<file path="config.mk">
export PLATFORM = sky130hd
export DESIGN_NAME = axi_read_burst_engine_flat
export DESIGN_NICKNAME = d
export VERILOG_FILES = /design/src/rtl/vdma_pkg.sv /design/src/rtl/axi_read_burst_engine_if.sv /design/src/rtl/axi_read_burst_engine_frame_addr_gen.sv /design/src/rtl/axi_read_burst_engine.sv /design/src/flat_wrapper.sv
export SDC_FILE = /design/constraint.sdc
export NUM_CORES = 1
export LEC_CHECK = 0
export ABC_AREA = 1
export CORE_MARGIN = 3
export CORE_UTILIZATION = 53
export DETAILED_ROUTE_END_ITERATION = 8
export PLACE_DENSITY = 0.95
export SETUP_SLACK_MARGIN = 0.02
export SKIP_LAST_GASP = 1
export SLEW_MARGIN = 15
export SYNTH_ARGS = -nofsm -noshare
export SYNTH_HDL_FRONTEND = slang
export SYNTH_SLANG_ARGS = --single-unit
</file>
<file path="constraint.sdc">
create_clock -name clock -period 6.9 [get_ports clock]
set_input_delay 1.725 -clock clock [delete_from_list [all_inputs] [get_ports clock]]
set_output_delay 1.725 -clock clock [all_outputs]
set_load 0.02 [all_outputs]
</file>
<file path="src/rtl/vdma_pkg.sv">
// rtl/vdma_pkg.sv - shared constants for the VDMA read burst engine
package vdma_pkg;

   localparam logic [2:0] ST_IDLE  = 3'd0;
   localparam logic [2:0] ST_ADDR  = 3'd1;
   localparam logic [2:0] ST_DATA  = 3'd2;
   localparam logic [2:0] ST_DONE  = 3'd3;
   localparam logic [2:0] ST_FLUSH = 3'd4;

   localparam int DSIZE_DEFAULT  = 64;
   localparam int BYTES_PER_BEAT = DSIZE_DEFAULT / 8;
   localparam int MAX_BURST_LEN  = 256;

   function automatic int bytes_per_beat(input int dsize);
      return dsize / 8;
   endfunction

endpackage

</file>
<file path="src/rtl/axi_read_burst_engine_if.sv">
// rtl/axi_read_burst_engine_if.sv - AXI4 read address/data channel bundle
interface axi_read_burst_engine_if #(
   parameter int ASIZE = 32,
   parameter int DSIZE = 64
);
   logic [ASIZE-1:0] araddr;
   logic [7:0]       arlen;
   logic             arvalid;
   logic             arready;
   logic [DSIZE-1:0] rdata;
   logic             rlast;
   logic             rvalid;
   logic             rready;

   modport master (
      output araddr, arlen, arvalid, rready,
      input  arready, rdata, rlast, rvalid
   );

   modport slave (
      input  araddr, arlen, arvalid, rready,
      output arready, rdata, rlast, rvalid
   );
endinterface

</file>
<file path="src/rtl/axi_read_burst_engine_frame_addr_gen.sv">
// rtl/axi_read_burst_engine_frame_addr_gen.sv - frame address/remaining tracker with tail status
module frame_addr_gen
   import vdma_pkg::*;
#(
   parameter int ASIZE     = 32,
   parameter int DSIZE     = 64,
   parameter int LSIZE     = 9,
   parameter int BURST_LEN = 100,
   parameter int FSIZE     = 24
) (
   input  logic             clock,
   input  logic             rst,
   input  logic             fsync,
   input  logic [ASIZE-1:0] base_addr,
   input  logic [FSIZE-1:0] frame_beats,
   input  logic             apply,
   input  logic             advance,
   input  logic [LSIZE-1:0] adv_len,
   output logic [ASIZE-1:0] addr,
   output logic [FSIZE-1:0] remaining,
   output logic             tail_status,
   output logic [LSIZE-1:0] tail_len
);

   localparam int BPB = bytes_per_beat(DSIZE);

   logic [ASIZE-1:0] addr_q, addr_d;
   logic [FSIZE-1:0] rem_q, rem_d;
   logic [ASIZE-1:0] pend_base_q, pend_base_d;
   logic [FSIZE-1:0] pend_beats_q, pend_beats_d;
   logic             tail_status_q, tail_status_d;
   logic [LSIZE-1:0] tail_len_q, tail_len_d;

   always_comb begin
      // The most recent fsync values win; a flush exit uses them even if fsync is coincident.
      pend_base_d  = fsync ? base_addr   : pend_base_q;
      pend_beats_d = fsync ? frame_beats : pend_beats_q;
      addr_d       = addr_q;
      rem_d        = rem_q;
      if (apply) begin
         addr_d = pend_base_d;
         rem_d  = pend_beats_d;
      end else if (advance) begin
         addr_d = addr_q + (ASIZE'(adv_len) * ASIZE'(BPB));
         rem_d  = (rem_q > FSIZE'(adv_len)) ? (rem_q - FSIZE'(adv_len)) : '0;
      end
      tail_status_d = (rem_q != '0) && (rem_q < FSIZE'(BURST_LEN));
      tail_len_d    = rem_q[LSIZE-1:0];
   end

   always_ff @(posedge clock) begin
      if (rst) begin
         addr_q        <= '0;
         rem_q         <= '0;
         pend_base_q   <= '0;
         pend_beats_q  <= '0;
         tail_status_q <= 1'b0;
         tail_len_q    <= '0;
      end else begin
         addr_q        <= addr_d;
         rem_q         <= rem_d;
         pend_base_q   <= pend_base_d;
         pend_beats_q  <= pend_beats_d;
         tail_status_q <= tail_status_d;
         tail_len_q    <= tail_len_d;
      end
   end

   assign addr        = addr_q;
   assign remaining   = rem_q;
   assign tail_status = tail_status_q;
   assign tail_len    = tail_len_q;

endmodule

</file>
<file path="src/rtl/axi_read_burst_engine.sv">
// rtl/axi_read_burst_engine.sv - single-outstanding AXI4 read burst engine feeding the line FIFO
module axi_read_burst_engine
   import vdma_pkg::*;
#(
   parameter int ASIZE     = 32,
   parameter int DSIZE     = 64,
   parameter int LSIZE     = 9,
   parameter int BURST_LEN = 100,
   parameter int FSIZE     = 24
) (
   input  logic                    clock,
   input  logic                    rst,
   input  logic                    fsync,
   input  logic [ASIZE-1:0]        base_addr,
   input  logic [FSIZE-1:0]        frame_beats,
   input  logic                    burst_req,
   input  logic                    tail_req,
   input  logic [LSIZE-1:0]        req_len,
   output logic                    resp,
   output logic                    done,
   output logic                    tail_status,
   output logic [LSIZE-1:0]        tail_len,
   output logic                    err,
   axi_read_burst_engine_if.master axi,
   output logic                    fifo_wr_en,
   output logic [DSIZE-1:0]        fifo_wr_data
);

   logic [2:0]       state_q, state_d;
   logic [LSIZE-1:0] len_q, len_d;
   logic [LSIZE-1:0] beat_cnt_q, beat_cnt_d;
   logic             err_q, err_d;
   logic             fsync_seen_q, fsync_seen_d;

   logic [ASIZE-1:0] addr;
   logic [FSIZE-1:0] remaining;
   logic             apply;
   logic             advance;
   logic             last_beat;

   frame_addr_gen #(
      .ASIZE     (ASIZE),
      .DSIZE     (DSIZE),
      .LSIZE     (LSIZE),
      .BURST_LEN (BURST_LEN),
      .FSIZE     (FSIZE)
   ) u_frame_addr_gen (
      .clock       (clock),
      .rst         (rst),
      .fsync       (fsync),
      .base_addr   (base_addr),
      .frame_beats (frame_beats),
      .apply       (apply),
      .advance     (advance),
      .adv_len     (len_q),
      .addr        (addr),
      .remaining   (remaining),
      .tail_status (tail_status),
      .tail_len    (tail_len)
   );

   assign last_beat = (beat_cnt_q == len_q - 1'b1);

   always_comb begin
      state_d      = state_q;
      len_d        = len_q;
      beat_cnt_d   = beat_cnt_q;
      err_d        = err_q;
      fsync_seen_d = fsync_seen_q;
      resp         = 1'b0;
      done         = 1'b0;
      apply        = 1'b0;
      advance      = 1'b0;
      case (state_q)
         ST_IDLE: begin
            if (fsync) begin
               apply = 1'b1;
            end else if ((burst_req || tail_req) && req_len != '0 && remaining != '0) begin
               state_d      = ST_ADDR;
               len_d        = req_len;
               beat_cnt_d   = '0;
               fsync_seen_d = 1'b0;
            end
         end
         ST_ADDR: begin
            // arvalid must not drop before the handshake, so an fsync here is only remembered.
            if (fsync) fsync_seen_d = 1'b1;
            if (axi.arready) begin
               advance    = 1'b1;
               beat_cnt_d = '0;
               if (fsync || fsync_seen_q) begin
                  state_d = ST_FLUSH;
               end else begin
                  resp    = 1'b1;
                  state_d = ST_DATA;
               end
            end
         end
         ST_DATA: begin
            if (axi.rvalid) begin
               beat_cnt_d = beat_cnt_q + 1'b1;
               if (axi.rlast != last_beat) err_d = 1'b1;
            end
            if (fsync) state_d = ST_FLUSH;
            else if (axi.rvalid && last_beat) state_d = ST_DONE;
         end
         ST_DONE: begin
            if (fsync) begin
               state_d = ST_FLUSH;
            end else begin
               done    = 1'b1;
               state_d = ST_IDLE;
            end
         end
         ST_FLUSH: begin
            if (axi.rvalid && beat_cnt_q != len_q) beat_cnt_d = beat_cnt_q + 1'b1;
            if (beat_cnt_d == len_q) begin
               apply   = 1'b1;
               state_d = ST_IDLE;
            end
         end
         default: state_d = ST_IDLE;
      endcase
      if (fsync) err_d = 1'b0;
   end

   always_ff @(posedge clock) begin
      if (rst) begin
         state_q      <= ST_IDLE;
         len_q        <= '0;
         beat_cnt_q   <= '0;
         err_q        <= 1'b0;
         fsync_seen_q <= 1'b0;
      end else begin
         state_q      <= state_d;
         len_q        <= len_d;
         beat_cnt_q   <= beat_cnt_d;
         err_q        <= err_d;
         fsync_seen_q <= fsync_seen_d;
      end
   end

   assign err          = err_q;
   assign axi.arvalid  = (state_q == ST_ADDR);
   assign axi.araddr   = axi.arvalid ? addr : '0;
   assign axi.arlen    = axi.arvalid ? 8'(len_q - 1'b1) : 8'd0;
   assign axi.rready   = (state_q == ST_DATA) || (state_q == ST_FLUSH);
   assign fifo_wr_en   = (state_q == ST_DATA) && axi.rvalid;
   assign fifo_wr_data = fifo_wr_en ? axi.rdata : '0;

endmodule
</file>
<file path="src/flat_wrapper.sv">
// flat-port wrapper written by rule: the top's interface ports become plain ports
module axi_read_burst_engine_flat import vdma_pkg::*;
#(
   parameter int ASIZE     = 32,
   parameter int DSIZE     = 64,
   parameter int LSIZE     = 9,
   parameter int BURST_LEN = 100,
   parameter int FSIZE     = 24
)
  (clock, rst, fsync, base_addr, frame_beats, burst_req, tail_req, req_len, resp, done, tail_status, tail_len, err, fifo_wr_en, fifo_wr_data, axi_araddr, axi_arlen, axi_arvalid, axi_rready, axi_arready, axi_rdata, axi_rlast, axi_rvalid);
  axi_read_burst_engine_if #(.ASIZE(ASIZE), .DSIZE(DSIZE)) axi_i ();
  input  logic clock;
  input  logic rst;
  input  logic fsync;
  input  logic [ASIZE-1:0] base_addr;
  input  logic [FSIZE-1:0] frame_beats;
  input  logic burst_req;
  input  logic tail_req;
  input  logic [LSIZE-1:0] req_len;
  output logic resp;
  output logic done;
  output logic tail_status;
  output logic [LSIZE-1:0] tail_len;
  output logic err;
  output logic fifo_wr_en;
  output logic [DSIZE-1:0] fifo_wr_data;
  output wire logic [$bits(axi_i.araddr)-1:0] axi_araddr;
  output wire logic [$bits(axi_i.arlen)-1:0] axi_arlen;
  output wire logic [$bits(axi_i.arvalid)-1:0] axi_arvalid;
  output wire logic [$bits(axi_i.rready)-1:0] axi_rready;
  input wire logic [$bits(axi_i.arready)-1:0] axi_arready;
  input wire logic [$bits(axi_i.rdata)-1:0] axi_rdata;
  input wire logic [$bits(axi_i.rlast)-1:0] axi_rlast;
  input wire logic [$bits(axi_i.rvalid)-1:0] axi_rvalid;
  assign axi_araddr = axi_i.araddr;
  assign axi_arlen = axi_i.arlen;
  assign axi_arvalid = axi_i.arvalid;
  assign axi_rready = axi_i.rready;
  assign axi_i.arready = axi_arready;
  assign axi_i.rdata = axi_rdata;
  assign axi_i.rlast = axi_rlast;
  assign axi_i.rvalid = axi_rvalid;
  axi_read_burst_engine #(.ASIZE(ASIZE), .DSIZE(DSIZE), .LSIZE(LSIZE), .BURST_LEN(BURST_LEN), .FSIZE(FSIZE)) u_core (.clock(clock), .rst(rst), .fsync(fsync), .base_addr(base_addr), .frame_beats(frame_beats), .burst_req(burst_req), .tail_req(tail_req), .req_len(req_len), .resp(resp), .done(done), .tail_status(tail_status), .tail_len(tail_len), .err(err), .axi(axi_i), .fifo_wr_en(fifo_wr_en), .fifo_wr_data(fifo_wr_data));
endmodule
</file>
==> metrics.cfg <==
[floorplan]
dieArea_um2=18900
ios=257
die_h_um=137
fp.dieW_um=137
initial_core_util_pct=54.7
core_um2=16700
num_rows=47

[clock_tree]
numCtsBuffers=17
ctsResizeCount=0
clk_pin_slew_ps=60
post_cts_buffers=0
cts.htree.levels=4
cts_buffer_depth=2
clock_latency_ps=420
cts-root-buf=clkbuf_16
hold_buffers=0
cts_tree=built
cts.sinks=145

[timing]
maxSlewViolCount=0
timing.slew.headroom_pct=27.5
grt_setup_unrepaired=false
worst_slack_ps=1100
period_share_pct=84.1
fin_skew_ps=7.79
worst_pin_slew_ps=1080
setup-violations-final=0
fin_setup_tns_ps=0
max_freq_mhz=172
period_minus_slack_ps=5800
finalHoldViolCount=0

[placement]
pre_cts_ws_ps=1120
gp_congestion=0.965
port_buffers=256
dp_hpwl_mm=22.0

[logic_synthesis]
ys_types=41
syn-cell-area_um2=9140
synth_edf_count=0
ys_ff_latch=145
synthAdderAreaFrac_pct=3.18
synth_top_area_share_pct=31.8
yosys_warnings=0
synth.area.top_cells=dfxtp_1, nand2_1, nor2_1, inv_1, nand3_1
yosys.area_share.simple_pct=37.3
synth_top_cell_by_area=dfxtp_1
syn_nets=1640
synthArstFlopShare_pct=0
synth_area_per_cell_um2=6.17
ys.flop_type=dfxtp_1
synth.yosys.seq_area_share_pct=31.8
synth-compound-area-share_pct=10.2
synth_top_family_by_area=simple AND/OR/NAND/NOR gates
muxShareOfSynthArea_pct=0.986
syn_inst=1481
yosys.area_share.xor_xnor_pct=3.55

[run]
cap_violations=0

[worst_hold_path]
hold_class=flop to flop
worstHoldStart=u_core.u_frame_addr_gen.pend_base_q[23]$_SDFF_PP0_

[setup_path]
path_max_fanout=65
crit_type=input port to primary output
crit_top_cell=clkdlybuf4s50_1
cpPeakStageDelay_ps=680
slowest_stage=clkdlybuf4s50_1
end_kind=primary output
arrival_ps=4080
cp-start-kind=input port
path_cells=clkdlybuf4s50_1 > nand2_2 > nor2_1 > clkdlybuf4s50_1
worstSetupStartpoint=axi_rvalid
critPathRequiredTime_ps=5180
r2r-start=u_core.len_q[8]$_SDFFE_PP0P_

[finish]
n_fill_cell=1311
fin_util_pct=73.5
layout_commonest_cell=nand2_1
drive_gt1_share_pct=5.90
multi_input_area_um2=5050
final_nets=1859
antennaDiodeCount=0
area_growth_pct=34.4
final_cell_mix=nand2_1, nor2_1, clkdlybuf4s50_1
seq_area_um2=2900

[grt]
grt_max_degree=66
grt_overflow=0
antenna_found_initial=0
grt_util_all_layers_pct=30.9
first_global_vias=9713
grt_pass1_wl_mm=46.7

[power_and_ir_drop]
power_density_nw_per_um2=357
p_leak_uw=0.00580
peakVddDrop_v=0.000246

[detailed_routing]
drt_iter0_drc=1176
drc_errors=0
viasPerCell=5.44
ant_nets=0
dr.pass1.iters=7
vias=10500
wire_per_inst_um=15.8
finalWirelength_mm=30.5

[outcome]
outcome=finished, final reports clean

-- where the power goes --
| group | switching (uW) | internal [uW] | total, uW |
|---|---|---|---|
| Sequential | 218 | 1020 | 1240 |
| Clock | 356 | 510 | 866 |
| Combinational | 1460 | 821 | 2280 |
| Total | 2040 | 2350 | 4390 |
-- cell families (layout without fill, tap and decap cells) --
| logic type | Yosys count | in the layout |
|---|---|---|
| multiplexers | 9 | 9 |
| AND/OR/NAND/NOR | 789 | 789 |
| flip-flops | 145 | 145 |
| XOR/XNOR | 37 | 37 |
| AO/OA/AOI/OAI | 176 | 176 |
| adder cells (fa/ha/maj) | 22 | 22 |
| buffers and inverters | 303 | 533 |
-- final timing paths --
| kind | end | slack [ps] | depth (start not counted) |
|---|---|---|---|
| worst min register to register | u_core.u_frame_addr_gen.pend_base_q[23]$_SDFF_PP0_ | 460 | 2 |
| worst min-delay path | u_core.u_frame_addr_gen.pend_base_q[23]$_SDFF_PP0_ | 460 | 2 |
| worst max-delay path | fifo_wr_data[52] | 1100 | 4 |
| worst max register to register | u_core.u_frame_addr_gen.remaining[6]$_SDFFE_PP0P_ | 3270 | 20 |
-- cells in the mapped netlist, types with 2 or more instances --
| master | count |
|---|---|
| nand2_1 | 307 |
| nor2_1 | 268 |
| inv_1 | 227 |
| dfxtp_1 | 145 |
| nand3_1 | 84 |
| o21ai_0 | 80 |
| a21oi_1 | 67 |
| clkbuf_1 | 42 |
| nand4_1 | 42 |
| or2_2 | 39 |
| xor2_1 | 25 |
| nor3_1 | 23 |
| ha_1 | 20 |
| inv_2 | 12 |
| xnor2_1 | 12 |
| buf_1 | 11 |
| mux2i_1 | 9 |
| nor4_1 | 9 |
| buf_6 | 5 |
| o211ai_1 | 5 |
| o21ai_1 | 5 |
| o22ai_1 | 5 |
| a31oi_1 | 4 |
| buf_2 | 4 |
| nand3b_1 | 4 |
| nor2_2 | 3 |
| a211oi_1 | 2 |
| buf_4 | 2 |
| fa_1 | 2 |
| nand2_2 | 2 |
| nand2_4 | 2 |
| nand3_4 | 2 |
| o21a_1 | 2 |
| o31ai_1 | 2 |
| or3_1 | 2 |
-- routing by layer --
layer	vias up	routed length, um	track usage [%]
li1	5061	-	-
met1	4785	12800	42.0
met2	584	13900	48.1
met3	83	2990	7.23
met4	0	850	11.0
met5	-	0	0
-- worst max-delay path: cells and delay by family --
family	cells	cell delay (ps)
simple gates	2	980
buf+inv	2	1340
-- metrics by stage --
stage               cells  instance area (um2)  power, uW  hold WS (ps)
floorplan            1481                 9140       2820           440
global placement     1901                11700       3380           448
detailed placement   1901                11700       3430           457
CTS                  1931                12300       4330           464
global route         1931                12300       4680           484
finish               1931                12300       4390           462
-- state kept, by name, indices dropped and copies added (netlist names) --
register,cells
u_core.beat_cnt_q,9
u_core.u_frame_addr_gen.pend_beats_q,24
u_core.fsync_seen_q,1
u_core.u_frame_addr_gen.tail_len,9
u_core.state_q,3
u_core.u_frame_addr_gen.pend_base_q,32
u_core.err,1
u_core.u_frame_addr_gen.addr,32
u_core.len_q,9
u_core.u_frame_addr_gen.tail_status,1
u_core.u_frame_addr_gen.remaining,24
-- cell type report --
class                           count  area share, %
Clock buffer                       21           3.75
Clock inverter                      9          0.693
Inverter                          239           7.30
Multi-Input combinational cell   1033           41.1
Sequential cell                   145           23.6
Tap cell                          220           2.24
Timing Repair Buffer              264           21.3
(Power assumes the default switching activity.)
